[config.mk]
export PLATFORM = sky130hd
export DESIGN_NAME = baseline_hit_trigger
export DESIGN_NICKNAME = d
export VERILOG_FILES = /design/src/rtl/baseline_hit_trigger.sv
export SDC_FILE = /design/constraint.sdc
export NUM_CORES = 1
export LEC_CHECK = 0
export CORE_MARGIN = 5
export CORE_UTILIZATION = 50
export DETAILED_ROUTE_END_ITERATION = 12
export PLACE_DENSITY_LB_ADDON = 0.15
export SLEW_MARGIN = 20
export SYNTH_ARGS = -nofsm -noshare
export SYNTH_HDL_FRONTEND = slang
export SYNTH_SLANG_ARGS = --single-unit
export TNS_END_PERCENT = 100
[constraint.sdc]
create_clock -name clk -period 2.2 [get_ports clk]
set_input_delay 0.66 -clock clk [delete_from_list [all_inputs] [get_ports clk]]
set_output_delay 0.66 -clock clk [all_outputs]
set_load 0.01 [all_outputs]
[src/rtl/baseline_hit_trigger.sv]
// Baseline-subtracting pulse discriminator: qualifies over-threshold pulses
// and publishes one hit record at a time through a valid/ready register.
module baseline_hit_trigger #(
    parameter int unsigned THRESH    = 20,
    parameter int unsigned MIN_WIDTH = 2,
    parameter int unsigned MAXLEN    = 255,
    parameter int unsigned DEADTIME  = 16
) (
    input  logic        clk,
    input  logic        rst_n,
    input  logic [13:0] indata,
    input  logic [13:0] baseline,
    input  logic        bl_done,
    input  logic        hit_ready,
    output logic        hit_valid,
    output logic [31:0] hit_time,
    output logic [7:0]  hit_width,
    output logic [13:0] hit_peak,
    output logic [21:0] hit_charge,
    output logic        hit_sat,
    output logic [15:0] lost_cnt,
    output logic        busy
);

    localparam logic [13:0] THRESH_C    = 14'(THRESH);
    localparam logic [7:0]  MIN_WIDTH_C = 8'(MIN_WIDTH);
    localparam logic [7:0]  MAXLEN_C    = 8'(MAXLEN);
    localparam int          DT_W        = (DEADTIME > 1) ? $clog2(DEADTIME) : 1;
    localparam logic [DT_W-1:0] DT_LAST_C = DT_W'(DEADTIME - 1);

    typedef enum logic [1:0] {
        ST_WAIT_BL = 2'd0,
        ST_IDLE    = 2'd1,
        ST_PULSE   = 2'd2,
        ST_DEAD    = 2'd3
    } state_t;

    state_t          state_r;
    state_t          state_nx_s;

    logic [31:0]     ts_cnt_r;
    logic [31:0]     ts_q_r;
    logic [13:0]     bl_hold_r;
    logic [13:0]     excess_r;
    logic [13:0]     excess_s;
    logic            over_s;

    logic [7:0]      width_r;
    logic [7:0]      width_nx_s;
    logic [21:0]     charge_r;
    logic [21:0]     charge_nx_s;
    logic [13:0]     peak_r;
    logic [13:0]     peak_nx_s;
    logic [31:0]     t0_r;
    logic [31:0]     t0_nx_s;
    logic [DT_W-1:0] dead_cnt_r;
    logic [DT_W-1:0] dead_cnt_nx_s;

    logic            publish_s;
    logic            pub_sat_s;
    logic            load_s;

    logic            hit_valid_r;
    logic [31:0]     hit_time_r;
    logic [7:0]      hit_width_r;
    logic [13:0]     hit_peak_r;
    logic [21:0]     hit_charge_r;
    logic            hit_sat_r;
    logic [15:0]     lost_cnt_r;
    logic            busy_r;

    // Clamped baseline subtraction; samples below baseline give zero excess
    always_comb begin
        excess_s = 14'd0;
        if (indata > bl_hold_r) begin
            excess_s = indata - bl_hold_r;
        end else begin
            excess_s = 14'd0;
        end
    end

    assign over_s = (excess_r >= THRESH_C);

    // Input stage: timestamp counter, registered excess and baseline hold
    always_ff @(posedge clk or negedge rst_n) begin
        if (!rst_n) begin
            ts_cnt_r  <= 32'd0;
            ts_q_r    <= 32'd0;
            excess_r  <= 14'd0;
            bl_hold_r <= 14'd0;
        end else begin
            ts_cnt_r <= ts_cnt_r + 32'd1;
            ts_q_r   <= ts_cnt_r;
            excess_r <= excess_s;
            // Baseline is frozen while a pulse is being measured
            if (state_r != ST_PULSE) begin
                bl_hold_r <= baseline;
            end else begin
                bl_hold_r <= bl_hold_r;
            end
        end
    end

    // Next-state and pulse accumulation logic
    always_comb begin
        state_nx_s    = state_r;
        width_nx_s    = width_r;
        charge_nx_s   = charge_r;
        peak_nx_s     = peak_r;
        t0_nx_s       = t0_r;
        dead_cnt_nx_s = dead_cnt_r;
        publish_s     = 1'b0;
        pub_sat_s     = 1'b0;

        if (!bl_done) begin
            state_nx_s = ST_WAIT_BL;
        end else begin
            case (state_r)
                ST_WAIT_BL: begin
                    state_nx_s = ST_IDLE;
                end
                ST_IDLE: begin
                    if (over_s) begin
                        state_nx_s  = ST_PULSE;
                        width_nx_s  = 8'd1;
                        charge_nx_s = {8'd0, excess_r};
                        peak_nx_s   = excess_r;
                        t0_nx_s     = ts_q_r;
                    end else begin
                        state_nx_s = ST_IDLE;
                    end
                end
                ST_PULSE: begin
                    if (!over_s) begin
                        if (width_r >= MIN_WIDTH_C) begin
                            publish_s     = 1'b1;
                            state_nx_s    = ST_DEAD;
                            dead_cnt_nx_s = {DT_W{1'b0}};
                        end else begin
                            state_nx_s = ST_IDLE;
                        end
                    end else if (width_r < MAXLEN_C) begin
                        width_nx_s  = width_r + 8'd1;
                        charge_nx_s = charge_r + {8'd0, excess_r};
                        if (excess_r > peak_r) begin
                            peak_nx_s = excess_r;
                        end else begin
                            peak_nx_s = peak_r;
                        end
                    end else begin
                        // Force-terminate; the current sample is not accumulated
                        publish_s     = 1'b1;
                        pub_sat_s     = 1'b1;
                        state_nx_s    = ST_DEAD;
                        dead_cnt_nx_s = {DT_W{1'b0}};
                    end
                end
                ST_DEAD: begin
                    if (dead_cnt_r == DT_LAST_C) begin
                        state_nx_s = ST_IDLE;
                    end else begin
                        dead_cnt_nx_s = dead_cnt_r + {{(DT_W-1){1'b0}}, 1'b1};
                    end
                end
                default: begin
                    state_nx_s = ST_WAIT_BL;
                end
            endcase
        end
    end

    assign load_s = publish_s & (~hit_valid_r | hit_ready);

    // FSM state and pulse accumulator registers
    always_ff @(posedge clk or negedge rst_n) begin
        if (!rst_n) begin
            state_r    <= ST_WAIT_BL;
            width_r    <= 8'd0;
            charge_r   <= 22'd0;
            peak_r     <= 14'd0;
            t0_r       <= 32'd0;
            dead_cnt_r <= {DT_W{1'b0}};
            busy_r     <= 1'b0;
        end else begin
            state_r    <= state_nx_s;
            width_r    <= width_nx_s;
            charge_r   <= charge_nx_s;
            peak_r     <= peak_nx_s;
            t0_r       <= t0_nx_s;
            dead_cnt_r <= dead_cnt_nx_s;
            busy_r     <= (state_nx_s == ST_PULSE) || (state_nx_s == ST_DEAD);
        end
    end

    // Single-entry output register with valid/ready handshake
    always_ff @(posedge clk or negedge rst_n) begin
        if (!rst_n) begin
            hit_valid_r  <= 1'b0;
            hit_time_r   <= 32'd0;
            hit_width_r  <= 8'd0;
            hit_peak_r   <= 14'd0;
            hit_charge_r <= 22'd0;
            hit_sat_r    <= 1'b0;
        end else if (load_s) begin
            hit_valid_r  <= 1'b1;
            hit_time_r   <= t0_r;
            hit_width_r  <= width_r;
            hit_peak_r   <= peak_r;
            hit_charge_r <= charge_r;
            hit_sat_r    <= pub_sat_s;
        end else if (hit_ready) begin
            hit_valid_r <= 1'b0;
        end else begin
            hit_valid_r <= hit_valid_r;
        end
    end

    // Saturating count of qualified hits that found the register full
    always_ff @(posedge clk or negedge rst_n) begin
        if (!rst_n) begin
            lost_cnt_r <= 16'd0;
        end else if (publish_s && !load_s && (lost_cnt_r != 16'hFFFF)) begin
            lost_cnt_r <= lost_cnt_r + 16'd1;
        end else begin
            lost_cnt_r <= lost_cnt_r;
        end
    end

    assign hit_valid  = hit_valid_r;
    assign hit_time   = hit_time_r;
    assign hit_width  = hit_width_r;
    assign hit_peak   = hit_peak_r;
    assign hit_charge = hit_charge_r;
    assign hit_sat    = hit_sat_r;
    assign lost_cnt   = lost_cnt_r;
    assign busy       = busy_r;

endmodule

==> metrics.txt <==
largest net degree at the start of global routing=81; Root Driver=clkbuf_16; die area=27800 µm²; Core ar.=24200 µm²; # rows=57; post-route ant nets=0; RSZ-0062 raised after global routing=true; sequential-to-total area share from yosys stat=54.8%; Post-synth EDFFs=0; Syn. warnings=0; Antenna diodes=0; TritonCTS buffer count=28; slowest CP cell=or4_4; Worst Path Max Fanout=8; Synth area leaders=dfrtp_1 (55%), nand2_1 (5.3%), mux2_2 (5.0%); Reg clk slew, reported paths=0.06 ns; Slowest Stage Delay on Critical Path=0.49 ns; worst setup margin=-0.0953 ns; failing checks=setup timing; placed cells=1649; Slew HR=64.7%; Area growth, synth to finish=38.5%; outcome=finished, violations left; cell area after layout=17000 µm²; global-route wire length before repair=46.7 mm; Peak Freq=436 MHz; Static Leak=8.21 nW; Slew Limit Fails=0; drt wl/cell=16.2 µm; grt ovf=0; Clock Path Buffers=3; most used flip-flop cell after synthesis=dfrtp_1; DP Area=15000 µm²; Non-Filler Instances=1731; Worst Path Buf+Inv=0; most crowded layer after global routing=met2; GR Util met3=3.65%; top-area cell type share of the netlist area=54.8%; Boundary Pins=127; Final Power=18.5 mW; Mapped Nets=1167; CP Class=reg -> reg; Post-Syn Area=12300 µm²; pwr dens=1090 nW/µm²; Worst-Margin Slew=0.529 ns; Tmin final=2.30 ns; Max Cap Violations=0; crit-path cells=ha_2 > fa_2 > a211o_1 > a21o_1 > o21ai_2 > o211a_4 > or4_4 > a21oi_2; #FFs+latches synth=269; ys async rst share=100%; Setup violations, final=33; routability cong.=0.923; GRT Resource Usage Total=19.9%; Core Util, Final=70.1%; number of port buffers=126; Synth Instances=1086; hpwl dp=18.7 mm; Die Height=167 µm; Hold Crit Class=reg -> reg; initial antenna violation count=0; clk_skew=0.0113 ns; drt drc=0; layout net count=1471; clk_lat worst skew=0.54 ns; Worst setup EP type=register; syn_area_per_cell=11.3 µm²; H-tree Lvls=1; Setup crit start kind=register; Initial DRC Count=462; Top delay family on crit path=compound AO/OA/AOI/OAI gates; post-synth cell types=61; Tcrit/Tclk final=104%; Setup WS pre-CTS=-0.879 ns; WHS=0.412 ns; setup_tns=-0.670 ns; CTS tree=done; CTS Sinks=269; vias in the first global route=9305; worst vdd rail ir drop=565 µV; routed vias=9035; Fin. Hold Viols=0; area leader, netlist=dfrtp_1; Starting Density=50.6%; Die X-Extent=167 µm; share of cells above drive strength 1=30.1%; M1 GR Usage=28.6%; via/cell ratio=5.22; Total Wirelength=28.1 mm; first drt pass iteration count=4; WP data required=2.67 ns; Critical Path AT=2.76 ns; grt met2 use=32.0%
placed cells by master (no fill, tap or decap), types with 11 or more instances in the layout:
| master | count |
|---|---|
| dfrtp_1 | 258 |
| nand2_1 | 173 |
| buf_4 | 149 |
| clkdlybuf4s50_1 | 112 |
| mux2_4 | 67 |
| xnor2_1 | 46 |
| inv_1 | 43 |
| nor2_1 | 43 |
| o21ai_0 | 35 |
| a21oi_1 | 35 |
| nand3_1 | 30 |
| clkbuf_16 | 29 |
| mux2_2 | 26 |
| nand4_1 | 25 |
| ha_1 | 24 |
| ha_4 | 21 |
| buf_6 | 21 |
| and3_1 | 18 |
| xor2_1 | 18 |
| nor3_1 | 14 |
| a21o_1 | 12 |
| dfrtp_2 | 11 |
| buf_12 | 11 |
final cells by class:
type,instances,area [µm²]
flip-flops and latches,269,6750
repair buffers,314,2970
well taps,324,405
multi-input cells,732,5820
clock inverters,5,36.3
inverters,45,181
clock buffers,42,833
fillers,1793,7250
report_power, final:
| part | switching, mW | leakage (nW) | internal (mW) |
|---|---|---|---|
| sequential | 0.672 | 3.62 | 5.71 |
| clock | 1.87 | 0.432 | 2.59 |
| combinational | 3.58 | 4.16 | 4.13 |
| total | 6.12 | 8.21 | 12.4 |
cells in the mapped netlist (2+ instances only):
cell type	number
a211o_1	3
a211oi_1	11
a21boi_0	2
a21o_1	12
a21oi_1	40
a311oi_1	2
a31oi_1	6
a41oi_1	3
and2_1	4
and3_1	19
and4_1	4
buf_1	4
buf_12	3
buf_4	6
buf_6	5
clkbuf_1	21
dfrtp_1	269
fa_1	2
ha_1	47
inv_1	45
mux2_2	54
mux2_4	39
mux2i_1	4
nand2_1	174
nand2b_1	6
nand3_1	33
nand4_1	25
nor2_1	51
nor2b_1	7
nor3_1	20
nor4_1	4
o211a_1	2
o211ai_1	3
o21a_1	6
o21ai_0	43
o21bai_1	3
o221ai_1	3
o31ai_1	6
or2_2	2
or3_1	7
or4_1	3
xnor2_1	47
xor2_1	18
state kept, by name, indices dropped and copies added, names as in the netlist, 4 cells and up:
name / cells
dead_cnt_r: 4
ts_cnt_r: 32
ts_q_r: 32
lost_cnt: 16
width_r: 8
bl_hold_r: 14
excess_r: 14
t0_r: 32
hit_peak: 14
charge_r: 22
hit_charge: 22
hit_width: 8
hit_time: 32
peak_r: 14
what timing repair did:
action / in CTS / in global routing
cloned: 3 / 2
setup buffers: 21 / 15
resized for setup: 107 / 81
hold endpoints to repair: 19 / 0
setup endpoints to repair: 123 / 135
pin swaps: 31 / 51
hold buffers: 1 / 0
cells by family (layout without fill, tap and decap cells):
group	Yosys count	in the layout	synth area share (%)
AOI/OAI and AO/OA	154	154	7.92
xor gates and xnor gates	65	65	4.64
adders and majority gates	49	49	5.12
buffers and inverters	85	406	3.50
DFF	269	269	54.8
muxes	97	97	10.1
and+or+nand+nor	367	367	13.9
worst paths after layout:
| path | from | endpoint | cells past startpoint | slack [ns] |
|---|---|---|---|---|
| setup / recovery | excess_r[0]$_DFF_PN0_ | charge_r[14]$_DFFE_PN0P_ | 8 | -0.1 |
| hold / removal | ts_cnt_r[31]$_DFF_PN0_ | ts_q_r[31]$_DFF_PN0_ | 0 | 0.41 |
| setup reg to reg | excess_r[0]$_DFF_PN0_ | charge_r[14]$_DFFE_PN0P_ | 8 | -0.1 |
| hold reg to reg | ts_cnt_r[31]$_DFF_PN0_ | ts_q_r[31]$_DFF_PN0_ | 0 | 0.41 |
| max in group asynchronous | rst_n | ts_q_r[2]$_DFF_PN0_ | 3 | 0.94 |
| min in group asynchronous | rst_n | charge_r[3]$_DFFE_PN0P_ | 2 | 0.57 |
layer usage:
layer / vias to the layer above / share of wire [%]
met5: - / 0
met4: 0 / 1.5
met3: 34 / 4.8
met2: 175 / 46
met1: 4455 / 48
li1: 4371 / -
worst reg2reg max path: stages (launching register included):
cell and delay, ns:
dfrtp_1 0.42, ha_2 0.23, fa_2 0.20, a211o_1 0.14, a21o_1 0.21, o21ai_2 0.09
o211a_4 0.27, or4_4 0.49, a21oi_2 0.16
(Power assumes the default switching activity.)
